<file path="config.mk">
export PLATFORM = sky130hd
export DESIGN_NAME = pipe_hazard_unit
export DESIGN_NICKNAME = d
export VERILOG_FILES = /design/src/rtl/hazard_pkg.sv /design/src/rtl/hazard_match.sv /design/src/rtl/pipe_hazard_unit.sv
export SDC_FILE = /design/constraint.sdc
export NUM_CORES = 1
export LEC_CHECK = 0
export CORE_ASPECT_RATIO = 0.7
export CORE_MARGIN = 5
export CORE_UTILIZATION = 55
export DETAILED_ROUTE_END_ITERATION = 10
export PLACE_DENSITY = 0.86
export SYNTH_ARGS = -nofsm -noshare
export SYNTH_HDL_FRONTEND = slang
export SYNTH_SLANG_ARGS = --single-unit
</file>
<file path="constraint.sdc">
create_clock -name clk -period 4.15 [get_ports clk]
set_input_delay 0.415 -clock clk [delete_from_list [all_inputs] [get_ports clk]]
set_output_delay 0.415 -clock clk [all_outputs]
set_load 0.05 [all_outputs]
</file>
<file path="src/rtl/hazard_pkg.sv">
// Shared types and constants for the pipeline hazard/forwarding controller.
// The scoreboard entry carries a fixed-width rd; narrower register numbers are zero-extended.
package hazard_pkg;

  localparam int FWD_RF    = 0;
  localparam int EX_IDX    = 0;
  localparam int MEM_IDX   = 1;
  localparam int WB_IDX    = 2;
  localparam int MAX_REG_W = 8;

  typedef struct packed {
    logic                 v;
    logic [MAX_REG_W-1:0] rd;
    logic                 ld;
  } sb_entry_t;

endpackage

</file>
<file path="src/rtl/hazard_match.sv">
// One source operand compared against every scoreboard entry.
// Gives the forwarding select of the youngest match and whether its data is ready yet.
module hazard_match
  import hazard_pkg::*;
#(
  parameter int REG_W      = 5,
  parameter int DEPTH      = 3,
  parameter int ALU_READY  = 0,
  parameter int LOAD_READY = 1,
  parameter int FWD_W      = 2
) (
  input  logic [REG_W-1:0]      src,
  input  logic                  src_use,
  input  sb_entry_t [DEPTH-1:0] entries,
  output logic                  ready,
  output logic [FWD_W-1:0]      fwd_sel
);

  logic found;

  // Scan from EX outwards so the youngest producer wins.
  always_comb begin
    found   = 1'b0;
    ready   = 1'b1;
    fwd_sel = FWD_W'(FWD_RF);
    for (int k = 0; k < DEPTH; k++) begin
      if (!found && src_use && (src != '0) && entries[k].v &&
          (entries[k].rd == MAX_REG_W'(src))) begin
        found   = 1'b1;
        fwd_sel = FWD_W'(k + 1);
        ready   = entries[k].ld ? (k >= LOAD_READY) : (k >= ALU_READY);
      end
    end
  end

endmodule

</file>
<file path="src/rtl/pipe_hazard_unit.sv">
// Hazard, forwarding and flush controller driven by a scoreboard of in-flight destinations.
// State advances on the falling clock edge, in step with the pipeline registers.
module pipe_hazard_unit
  import hazard_pkg::*;
#(
  parameter int REG_W      = 5,
  parameter int NUM_SRC    = 2,
  parameter int DEPTH      = 3,
  parameter int ALU_READY  = 0,
  parameter int LOAD_READY = 1,
  parameter int CNT_W      = 32,
  localparam int FWD_W     = $clog2(DEPTH + 1)
) (
  input  logic                     clk,
  input  logic                     rst,
  input  logic [NUM_SRC*REG_W-1:0] id_src,
  input  logic [NUM_SRC-1:0]       id_src_use,
  input  logic [REG_W-1:0]         id_rd,
  input  logic                     id_regwr,
  input  logic                     id_load,
  input  logic                     id_valid,
  input  logic                     br_taken,
  input  logic                     mem_busy,
  output logic                     stall_if,
  output logic                     stall_id,
  output logic                     bubble,
  output logic                     flush_if,
  output logic [NUM_SRC*FWD_W-1:0] fwd_sel,
  output logic [CNT_W-1:0]         stall_cnt,
  output logic [CNT_W-1:0]         flush_cnt
);

  sb_entry_t [DEPTH-1:0]     sb;
  logic [NUM_SRC-1:0]        src_ready;
  logic [NUM_SRC*FWD_W-1:0]  fwd_raw;
  logic                      hazard;

  for (genvar i = 0; i < NUM_SRC; i++) begin : g_src
    hazard_match #(
      .REG_W      (REG_W),
      .DEPTH      (DEPTH),
      .ALU_READY  (ALU_READY),
      .LOAD_READY (LOAD_READY),
      .FWD_W      (FWD_W)
    ) u_match (
      .src     (id_src[i*REG_W +: REG_W]),
      .src_use (id_src_use[i]),
      .entries (sb),
      .ready   (src_ready[i]),
      .fwd_sel (fwd_raw[i*FWD_W +: FWD_W])
    );
  end

  assign hazard = id_valid & ~(&src_ready);

  // A taken branch discards the ID instruction, so it overrides a pending hazard.
  always_comb begin
    stall_if = 1'b0;
    stall_id = 1'b0;
    bubble   = 1'b0;
    flush_if = 1'b0;
    fwd_sel  = rst ? '0 : fwd_raw;
    if (rst) begin
      stall_if = 1'b0;
    end else if (mem_busy) begin
      stall_if = 1'b1;
      stall_id = 1'b1;
    end else if (br_taken) begin
      flush_if = 1'b1;
      bubble   = 1'b1;
    end else if (hazard) begin
      stall_if = 1'b1;
      bubble   = 1'b1;
    end
  end

  always_ff @(negedge clk) begin
    if (rst) begin
      sb <= '0;
    end else if (!mem_busy) begin
      for (int k = DEPTH - 1; k > 0; k--) begin
        sb[k] <= sb[k-1];
      end
      sb[EX_IDX] <= '{v:  id_valid & id_regwr & ~bubble,
                      rd: MAX_REG_W'(id_rd),
                      ld: id_load};
    end
  end

  // Counters stick at all-ones rather than wrapping.
  always_ff @(negedge clk) begin
    if (rst) begin
      stall_cnt <= '0;
      flush_cnt <= '0;
    end else if (!mem_busy) begin
      if (br_taken) begin
        if (flush_cnt != '1) flush_cnt <= flush_cnt + CNT_W'(1);
      end else if (hazard) begin
        if (stall_cnt != '1) stall_cnt <= stall_cnt + CNT_W'(1);
      end
    end
  end

endmodule

</file>
==> key figures, run 1 <==
Detailed routing
  – Wire length per cell: 21.30 µm
  – DR vias/cell: 6.409
  – Drt pass-1 iters: 7
  – DRC violations left: 0
  – DRT iter0 DRCs: 748
  – Final ANT Viol Nets: 0
  – Total wire length: 17.94 mm
  – Via count: 5,396

Clock network
  – Clk root buf: clkbuf_16
  – Longest Clk Path Bufs: 2
  – Clk_lat worst skew: 0.44 ns
  – CTS buffer count: 9
  – Htree depth: 3
  – Hold buffers post-CTS: 0
  – TritonCTS clock tree: done
  – Clock transition at path regs: 0.04 ns
  – Clock sinks: 83

Global route
  – First-pass GRT wire length: 25.04 mm
  – Initial antenna violation count: 0
  – Vias in the first global route: 5,299
  – Largest net degree at the start of global routing: 62
  – Gr usage total: 0.3196
  – Global route total overflow: 0

Floorplanning
  – Die height: 84.55 µm
  – Initial Util: 0.5596
  – Die area: 0.009850 mm²
  – Num rows: 27
  – Die span in x: 116.5 µm
  – Core ar.: 0.007804 mm²
  – Io pins: 96

Logic synthesis
  – Synth Register Bits: 83
  – Post-synth EDFFs: 0
  – Register area share after synthesis: 0.3805
  – Gate Count Post-Synth: 508
  – Area share of the largest cell type after synthesis: 0.3805
  – Distinct cells, synth: 47
  – YS warnings: 0
  – Post-synthesis net count: 534
  – Ranking of synthesized cells by area: dfxtp_1 38%, xor2_1 7.4%, nor2_1 6.2%
  – Most common flop cell mapped by yosys: dfxtp_1
  – Post-synth top area cell: dfxtp_1
  – Async SR Flop Fraction: 0
  – Cell area after synthesis: 0.004367 mm²
  – Mean Syn Cell Area: 8.596 µm²

Power and ir drop
  – Net Sw Power: 737.2 µW
  – Power Total: 2137 µW
  – Worst vdd ir: 0.0003013 V
  – Combinational Power Share: 0.080
  – Int Pwr: 1400 µW
  – Seq pwr share: 0.386
  – LEAKAGE: 0.003399 µW
  – Switching Share: 0.3450
  – Pwr/cell area: 309.3 mW/mm²
  – Clk pwr share: 0.534

Cells and area
  – Cell area after layout: 0.006908 mm²
  – Area Overhead vs Synth: 58.19%
  – Layout fillers: 344
  – Diode count: 0
  – Share of layout cells above drive strength 1: 0.2240
  – Total Nets Final: 763

Timing
  – Worst hold slack: 0.5182 ns
  – Final setup violation count: 31
  – Final Skew: 0.04355 ns
  – Actual slew at the worst max-slew pin: 0.8550 ns
  – Fin worst setup slack: -0.5119 ns
  – Unrepaired setup endpoints after global routing: true
  – Worst slew margin: 0.4257
  – Max-slew violations: 0
  – Hold Fails Final Rpt: 0

Setup path
  – Crit Path Class: reg -> out
  – Reg2reg start: stall_cnt[8]
  – R2R depth: 7
  – Worst Setup SP: sb[3]
  – CP startpoint kind: register
  – Reg2reg setup slack: 0.96 ns
  – Reg2reg end: stall_cnt[5]
  – Crit. End Element: output pin
  – Critical path required time: 3.73 ns
  – Crit Path Max Fanout: 3
  – Crit path DAT: 4.25 ns

Status
  – Failing checks: negative setup slack
  – Status: finished with violations

Job
  – Maxcap violations: 0

Worst hold path
  – Min-delay src: stall_cnt[23]
  – Hold EP: stall_cnt[23]
  – Hold Crit Class: reg -> reg
  – Hold Path Depth: 2

Place
  – HPWL Detailed: 9.504 mm
  – Gpl congestion: 0.8896
  – # port buffers: 95
  – Placed Area: 0.005917 mm²
-- cell usage in the layout, fill, tap and decap left out, drive strengths merged, types with 13 or more instances in the layout --
cell type / n
a21oi: 30
and3: 15
buf: 76
clkdlybuf4s50: 25
dfxtp: 83
dlygate4sd2: 28
dlymetal6s2s: 25
inv: 95
mux2i: 19
nand2: 18
nand3: 35
nand4: 21
nor2: 72
nor4: 15
o21ai: 14
o31ai: 13
or4: 16
xnor2: 24
xor2: 37
-- synthesized netlist by cell type, types with 13 or more instances --
cell type,number
nand3_1,35
dfxtp_1,83
nor2_1,72
a21oi_1,30
nand2_1,17
mux2i_1,19
or4_1,16
nand4_1,20
xnor2_1,24
o31ai_1,13
clkbuf_1,14
and3_1,15
xor2_1,37
-- per-stage QoR --
step,cells,setup slack (ns),TNS (ns),utilization
2_1_floorplan,508,-0.02943,-0.1466,-
3_3_place_gp,730,-0.5075,-16.49,0.7582
3_5_place_dp,730,-0.5738,-20.14,0.7582
4_1_cts,838,-0.4719,-2.812,0.8539
5_1_grt,842,-0.5901,-6.844,0.8852
6_report,842,-0.5119,-4.492,0.8852
-- metal layers --
layer  GRT usage  up-vias  routed length, µm
met4      0.1728        0               1032
met5           0        -                  0
met3     0.09366      127               1927
met1      0.3911     2514               6712
met2      0.5036      453               8264
li1            -     2302                  -
-- worst max path at each step --
stage                    endpoint  slack, ns  cells after the start
finish                     bubble      -0.51                      8
global route               bubble      -0.59                      8
CTS                        bubble      -0.47                      9
detailed placement   stall_cnt[6]      -0.57                      9
global placement    stall_cnt[25]      -0.51                      8
floorplan                  bubble      -0.03                      6
-- what timing repair did --
action,CTS,global route
endpoints found under the setup margin,62,64
setup buffers,10,5
resized for setup,76,76
pin swaps,13,23
gates cloned,1,0
hold endpoints to repair,0,0
-- layout make-up --
type                       count  area [µm²]  area share
clock buffer                   9       225.2     0.03260
inverter                       7       26.28    0.003804
timing repair buffer         159        1574      0.2279
clock inverter                89       349.1     0.05053
tap                          101       126.4     0.01829
multi-input combinational    394        2920      0.4227
sequential                    83        1687      0.2442
-- critical path, stage by stage, from the launching register on --
cell and delay, ns:
dfxtp_4 0.36, xnor2_2 0.20, nand4_1 0.16, nor3_4 0.19, buf_6 0.13, or2_4 0.16
a31oi_4 0.10, nor3_4 0.29, buf_12 0.17
-- sequential cells by signal (all words and copies together), names as in the netlist --
name	cells
stall_cnt	32
sb	19
flush_cnt	32
-- logic make-up after synthesis --
kind of cell               Yosys count  share of synthesized area
xor gates and xnor gates            61                     0.1223
DFF                                 83                     0.3805
adders and majority gates            2                   0.005730
muxes                               25                    0.05902
buffers and inverters               31                    0.03037
and+or+nand+nor                    235                     0.2986
AOI/OAI and AO/OA                   71                     0.1034
-- power groups by stage --
stage | clock [µW] | sequential [µW] | combinational (µW)
global route | 1240 | 823 | 178
floorplan | 123 | 835 | 71.4
CTS | 1110 | 824 | 153
global placement | 123 | 834 | 144
finish | 1140 | 824 | 171
detailed placement | 123 | 834 | 149
No activity file was read; power rests on OpenSTA's default activity.
==> inputs of run 2 (changes only) <==
CTS_BUF_LIST = sky130_fd_sc_hd__clkbuf_8   (was not set)
==> run 2 against run 1 <==
Against the previous run: total power is 10% lower; largest cell class unchanged; cell area is 1.1% higher; the flow still finishes with violations (negative setup slack); clock power is 19% lower; cell count is 0.48% higher; die area stayed put; core utilization is 0.96 points higher; first-iteration DRC count is 15% lower.
==> key figures, run 2 (same netlist as run 1, synthesis figures left out) <==
Status
  – Status: finished with violations (unchanged)
  – Failing checks: negative setup slack (unchanged)

Clock network
  – Longest Clk Path Bufs: 2 (unchanged)
  – Clk_lat worst skew: 0.44 ns (about the same)
  – TritonCTS clock tree: done (unchanged)
  – Clk root buf: clkbuf_8 (was clkbuf_16)
  – Htree depth: 3 (unchanged)
  – CTS buffer count: 9 (unchanged)
  – Clock transition at path regs: 0.04 ns (about the same)
  – Clock sinks: 83 (unchanged)

Place
  – Worst Setup Slack post-DPL: -0.5738 ns (unchanged)
  – HPWL Detailed: 9.504 mm (unchanged)
  – Placed Area: 0.005917 mm² (unchanged)
  – Gpl congestion: 0.8896 (unchanged)
  – # port buffers: 95 (unchanged)

Setup path
  – CP delay by family, top: simple AND/OR/NAND/NOR gates (unchanged)
  – WP buf/inv: 1 (was 2)
  – Crit path DAT: 4.20 ns (was 4.25 ns)
  – Worst stage delay on the critical path: 0.35 ns (was 0.36 ns)
  – CP startpoint kind: register (unchanged)
  – Worst-path cell chain: xor2_1 -> nor4_1 -> and3_1 -> a31oi_2 -> nor4_4 -> buf_12 (was xnor2_2 -> nand4_1 -> nor3_4 -> buf_6 -> or2_4 -> a31oi_4 -> nor3_4 -> buf_12)
  – Crit Path Class: reg -> out (unchanged)
  – Crit. End Element: output pin (unchanged)
  – Critical path required time: 3.73 ns (about the same)
  – Critical path's slowest cell: dfxtp_2 (was dfxtp_4)
  – Crit Path Max Fanout: 3 (unchanged)

Detailed routing
  – Drt pass-1 iters: 8 (was 7)
  – Wire length per cell: 21.60 µm (was 21.30 µm)
  – DRC violations left: 0 (unchanged)
  – Final ANT Viol Nets: 0 (unchanged)
  – Via count: 5,380 (was 5,396)
  – DR vias/cell: 6.359 (was 6.409)
  – Total wire length: 18.27 mm (was 17.94 mm)
  – DRT iter0 DRCs: 639 (was 748)

Floorplanning
  – Die area: 0.009850 mm² (unchanged)
  – Initial Util: 0.5596 (unchanged)
  – Num rows: 27 (unchanged)
  – Core ar.: 0.007804 mm² (unchanged)
  – Die height: 84.55 µm (unchanged)
  – Io pins: 96 (unchanged)
  – Die span in x: 116.5 µm (unchanged)

Timing
  – Hold Fails Final Rpt: 0 (unchanged)
  – Final setup violation count: 23 (was 31)
  – Fin worst setup slack: -0.4651 ns (was -0.5119 ns)
  – TNS Setup: -3.545 ns (was -4.492 ns)
  – Worst slew margin: 0.2524 (was 0.4257)
  – Max-slew violations: 0 (unchanged)
  – Actual slew at the worst max-slew pin: 1.113 ns (was 0.8550 ns)
  – Final Skew: 0.03997 ns (was 0.04355 ns)
  – Unrepaired setup endpoints after global routing: true (unchanged)
  – Worst hold slack: 0.5182 ns (about the same)

Cells and area
  – Largest regs: flush_cnt: 32 flops, stall_cnt: 32 flops, sb: 19 flops (unchanged)
  – Cell area after layout: 0.006983 mm² (was 0.006908 mm²)
  – Commonest cells after routing, fill and taps aside: 92 x inv_1, 74 x dfxtp_1, 69 x nor2_1 (was 92 x inv_1, 71 x dfxtp_1, 69 x nor2_1)
  – Layout fillers: 337 (was 344)
  – Area Overhead vs Synth: 59.91% (was 58.19%)
  – Commonest non-fill, non-tap cell in the layout: inv_1 (unchanged)
  – Total Nets Final: 766 (was 763)
  – Share of layout cells above drive strength 1: 0.2500 (was 0.2240)

Power and ir drop
  – Pwr/cell area: 274.8 mW/mm² (was 309.3 mW/mm²)
  – Worst vdd ir: 0.0002473 V (was 0.0003013 V)
  – Power Total: 1919 µW (was 2137 µW)
  – LEAKAGE: 0.003504 µW (was 0.003399 µW)

Global route
  – Vias in the first global route: 5,218 (was 5,299)
  – Initial antenna violation count: 1 (was 0)
  – Largest net degree at the start of global routing: 62 (unchanged)
  – First-pass GRT wire length: 23.92 mm (was 25.04 mm)
  – Gr usage total: 0.3027 (was 0.3196)
  – Global route total overflow: 0 (unchanged)

Worst hold path
  – Hold Crit Class: reg -> reg (unchanged)

Job
  – Maxcap violations: 0 (unchanged)
[run 2: cell count changes in the layout (fill, tap and decap cells not counted), sizes merged]
| cell | change |
|---|---|
| dlygate4sd2 | +5 |
| buf | +1 |
| diode | +1 |
| clkbuf | +5 |
| dlymetal6s2s | +4 |
| clkdlybuf4s50 | -10 |
| clkdlybuf4s15 | -2 |
[run 2: worst min-delay path, stage by stage, from the launching register on]
cell and delay (ns):
dfxtp_1 0.34, o41ai_2 0.08, a21oi_2 0.05
[run 2: path summary, 6_finish.rpt]
check / start / endpoint / slack [ns] / depth (start not counted)
max: sb[22] / fwd_sel[1] / -0.47 / 6
min: stall_cnt[31] / stall_cnt[31] / 0.52 / 2
max reg2reg: stall_cnt[8] / stall_cnt[7] / 0.62 / 7
min reg2reg: stall_cnt[31] / stall_cnt[31] / 0.52 / 2
[run 2: metal layers]
layer  GRT usage  up-vias  wire length (µm)
li1            -     2306                 -
met1      0.3651     2526              7132
met2      0.4849      433              8280
met3     0.09366      115              1846
met4      0.1528        0              1011
met5           0        -                 0
[run 2: area by class of cell]
cell class                      count  area [µm²]  share of cell area
Sequential cell                    83        1685              0.2414
Clock inverter                     89       349.1             0.04999
Tap cell                          101       126.4             0.01810
Antenna cell                        1       2.502           0.0003584
Inverter                            7       26.28            0.003763
Multi-Input combinational cell    394        3007              0.4306
Timing Repair Buffer              162        1663              0.2381
Clock buffer                        9       123.9             0.01774
[run 2: per-stage QoR]
step	std cells	utilization
4_1_cts	833	0.8323
5_1_grt	846	0.8948
3_3_place_gp	730	0.7582
3_5_place_dp	730	0.7582
6_report	846	0.8948
2_1_floorplan	508	-
[run 2: repair_timing]
item / 4_1_cts / 5_1_grt
setup buffers: 7 / 9
gates cloned: 0 / 4
setup endpoints to repair: 64 / 61
hold buffers: 0 / 0
gates resized for setup: 65 / 127
pin swaps: 8 / 31
hold endpoints to repair: 0 / 0
[run 2: power by group]
| group | total (µW) | internal (µW) | switching [µW] | leakage, µW |
|---|---|---|---|---|
| registers | 822 | 807 | 14.6 | 0.000675 |
| logic | 169 | 77.9 | 91.4 | 0.00229 |
| clock network | 928 | 321 | 607 | 0.000535 |
| total | 1920 | 1210 | 713 | 0.00350 |
==> inputs of run 3 (changes only) <==
CORE_MARGIN = 2   (was 5)
CTS_BUF_LIST = not set   (was sky130_fd_sc_hd__clkbuf_8)
SKIP_LAST_GASP = 1   (was not set)
==> run 3 against run 2 <==
Against the previous run: the run still ends with negative setup slack left; hold slack got worse by 0.017 ns; sequential power hardly changed; die area decreased by 12%; routed wire length down 3.3%; setup slack got worse by 0.031 ns; total power grew 15%; critical path depth up 3; combinational power about the same; count of clock-buffer cells in the layout stayed put; clock power up 31%; critical path type unchanged; largest power group unchanged.
==> key figures, run 3 (same netlist as run 1, synthesis figures left out) <==
Cells and area
  – Commonest cells after routing, fill and taps aside: 90 x inv_1, 73 x dfxtp_1, 69 x nor2_1 (was 92 x inv_1, 74 x dfxtp_1, 69 x nor2_1)
  – Layout fillers: 324 (was 337)
  – Area Overhead vs Synth: 57.51% (was 59.91%)
  – Post-Route Utilization: 0.8852 (was 0.8948)
  – Commonest non-fill, non-tap cell in the layout: inv_1 (unchanged)
  – Largest regs: flush_cnt: 32 flops, stall_cnt: 32 flops, sb: 19 flops (unchanged)
  – Total Nets Final: 763 (was 766)
  – Share of layout cells above drive strength 1: 0.2156 (was 0.2500)

Global route
  – GR Util met1: 0.4333 (was 0.3651)
  – Largest net degree at the start of global routing: 39 (was 62)
  – Global route hottest layer: met2 (unchanged)
  – Global route total overflow: 0 (unchanged)
  – Met2 Resource Use GR: 0.6252 (was 0.4849)
  – Vias in the first global route: 5,348 (was 5,218)
  – Initial antenna violation count: 1 (unchanged)
  – Met3 Use GR: 0.1050 (was 0.09366)
  – First-pass GRT wire length: 26.39 mm (was 23.92 mm)
  – Gr usage total: 0.3764 (was 0.3027)

Clock network
  – Longest Clk Path Bufs: 2 (unchanged)
  – Clk root buf: clkbuf_16 (was clkbuf_8)
  – CTS buffer count: 9 (unchanged)
  – Clock sinks: 83 (unchanged)
  – TritonCTS clock tree: done (unchanged)
  – Htree depth: 3 (unchanged)
  – Clock transition at path regs: 0.03 ns (was 0.04 ns)
  – Hold buffers post-CTS: 0 (unchanged)
  – Clk_lat worst skew: 0.47 ns (was 0.44 ns)

Timing
  – Final setup violation count: 34 (was 23)
  – Max-slew violations: 0 (unchanged)
  – Worst hold slack: 0.5016 ns (was 0.5182 ns)
  – Final Skew: 0.06714 ns (was 0.03997 ns)
  – Worst slew margin: 0.5170 (was 0.2524)
  – Fin worst setup slack: -0.4963 ns (was -0.4651 ns)
  – Unrepaired setup endpoints after global routing: true (unchanged)
  – Hold Fails Final Rpt: 0 (unchanged)
  – Actual slew at the worst max-slew pin: 0.7219 ns (was 1.113 ns)
  – TNS Setup: -7.876 ns (was -3.545 ns)

Floorplanning
  – Initial Util: 0.5620 (was 0.5596)
  – Die span in x: 110.5 µm (was 116.5 µm)
  – Die height: 78.55 µm (was 84.55 µm)
  – Die area: 0.008680 mm² (was 0.009850 mm²)
  – Num rows: 27 (unchanged)
  – Io pins: 96 (unchanged)
  – Core ar.: 0.007770 mm² (was 0.007804 mm²)

Detailed routing
  – Wire length per cell: 20.93 µm (was 21.60 µm)
  – DRC violations left: 0 (unchanged)
  – Final ANT Viol Nets: 0 (unchanged)
  – DR vias/cell: 6.418 (was 6.359)
  – Drt pass-1 iters: 6 (was 8)
  – Via count: 5,417 (was 5,380)
  – DRT iter0 DRCs: 606 (was 639)
  – Total wire length: 17.67 mm (was 18.27 mm)

Setup path
  – Critical path required time: 3.73 ns (about the same)
  – R2R depth: 8 (was 7)
  – Crit path DAT: 4.23 ns (was 4.20 ns)
  – Crit Path Max Fanout: 3 (unchanged)
  – Crit Path Class: reg -> out (unchanged)
  – Crit. End Element: output pin (unchanged)
  – CP startpoint kind: register (unchanged)

Status
  – Failing checks: negative setup slack (unchanged)
  – Status: finished with violations (unchanged)

Worst hold path
  – Hold Path Depth: 2 (unchanged)
  – Hold Crit Class: reg -> reg (unchanged)

Place
  – # port buffers: 95 (unchanged)
  – HPWL Detailed: 9.106 mm (was 9.504 mm)
  – Gpl congestion: 1.001 (was 0.8896)

Power and ir drop
  – LEAKAGE: 0.003363 µW (was 0.003504 µW)
  – Worst vdd ir: 0.0002443 V (was 0.0002473 V)
  – Pwr/cell area: 322.2 mW/mm² (was 274.8 mW/mm²)

Job
  – Maxcap violations: 0 (unchanged)
## run 3: cell count changes in the layout (fill, tap and decap cells not counted), sizes merged, moves of 3 or more
| cell | before | now |
|---|---|---|
| dlymetal6s2s | 29 | 25 |
| clkbuf | 17 | 11 |
| dlygate4sd2 | 33 | 30 |
| clkdlybuf4s50 | 15 | 30 |
| buf | 77 | 70 |
## run 3: repair_timing
action / CTS / global route
resized for setup: 60 / 56
pin swaps: 16 / 12
setup endpoints to repair: 61 / 64
cloned: 1 / 0
setup buffers: 17 / 5
## run 3: path summary, 6_finish.rpt
check	from	endpoint	slack [ns]
setup / recovery	sb[3]	bubble	-0.50
hold / removal	stall_cnt[23]	stall_cnt[23]	0.50
setup reg to reg	stall_cnt[8]	stall_cnt[13]	1.26
hold reg to reg	stall_cnt[23]	stall_cnt[23]	0.50
## run 3: report_power, final
part	internal [µW]	total (µW)	switching, µW
combinational	76.9	172	94.7
clock	533	1220	688
sequential	809	823	14.8
total	1420	2220	798
## run 3: cell type report
type | instances | area, µm² | area share
multi-input cells | 395 | 2904 | 0.4222
flip-flops and latches | 83 | 1684 | 0.2449
repair buffers | 158 | 1531 | 0.2227
clock inverters | 90 | 377.9 | 0.05494
clock buffers | 9 | 225.2 | 0.03275
well taps | 101 | 126.4 | 0.01837
inverters | 7 | 26.28 | 0.003820
diodes | 1 | 2.502 | 0.0003638
## run 3: critical path, stage by stage, from the launching register on
cell     delay [ns]
dfxtp_4        0.36
xnor2_2        0.15
nand4_1        0.18
nor3_4         0.23
buf_6          0.14
or2_4          0.12
buf_6          0.11
a31oi_4        0.09
nor3_4         0.19
buf_12         0.17
## run 3: metal layers
| metal | part of all wire | routed length, µm |
|---|---|---|
| met5 | 0 | 0 |
| met2 | 0.46 | 8048 |
| met4 | 0.064 | 1139 |
| met3 | 0.11 | 1940 |
| met1 | 0.37 | 6537 |
## run 3: per-stage QoR
stage | instance area [µm²] | setup WS [ns] | instances | total power (µW)
detailed placement | 5869 | -0.6406 | 725 | 1103
global route | 6878 | -0.5545 | 844 | 2292
global placement | 5869 | -0.5616 | 725 | 1098
CTS | 6693 | -0.4653 | 841 | 2147
finish | 6878 | -0.4963 | 844 | 2216
floorplan | 4492 | -0.02943 | 508 | 1029
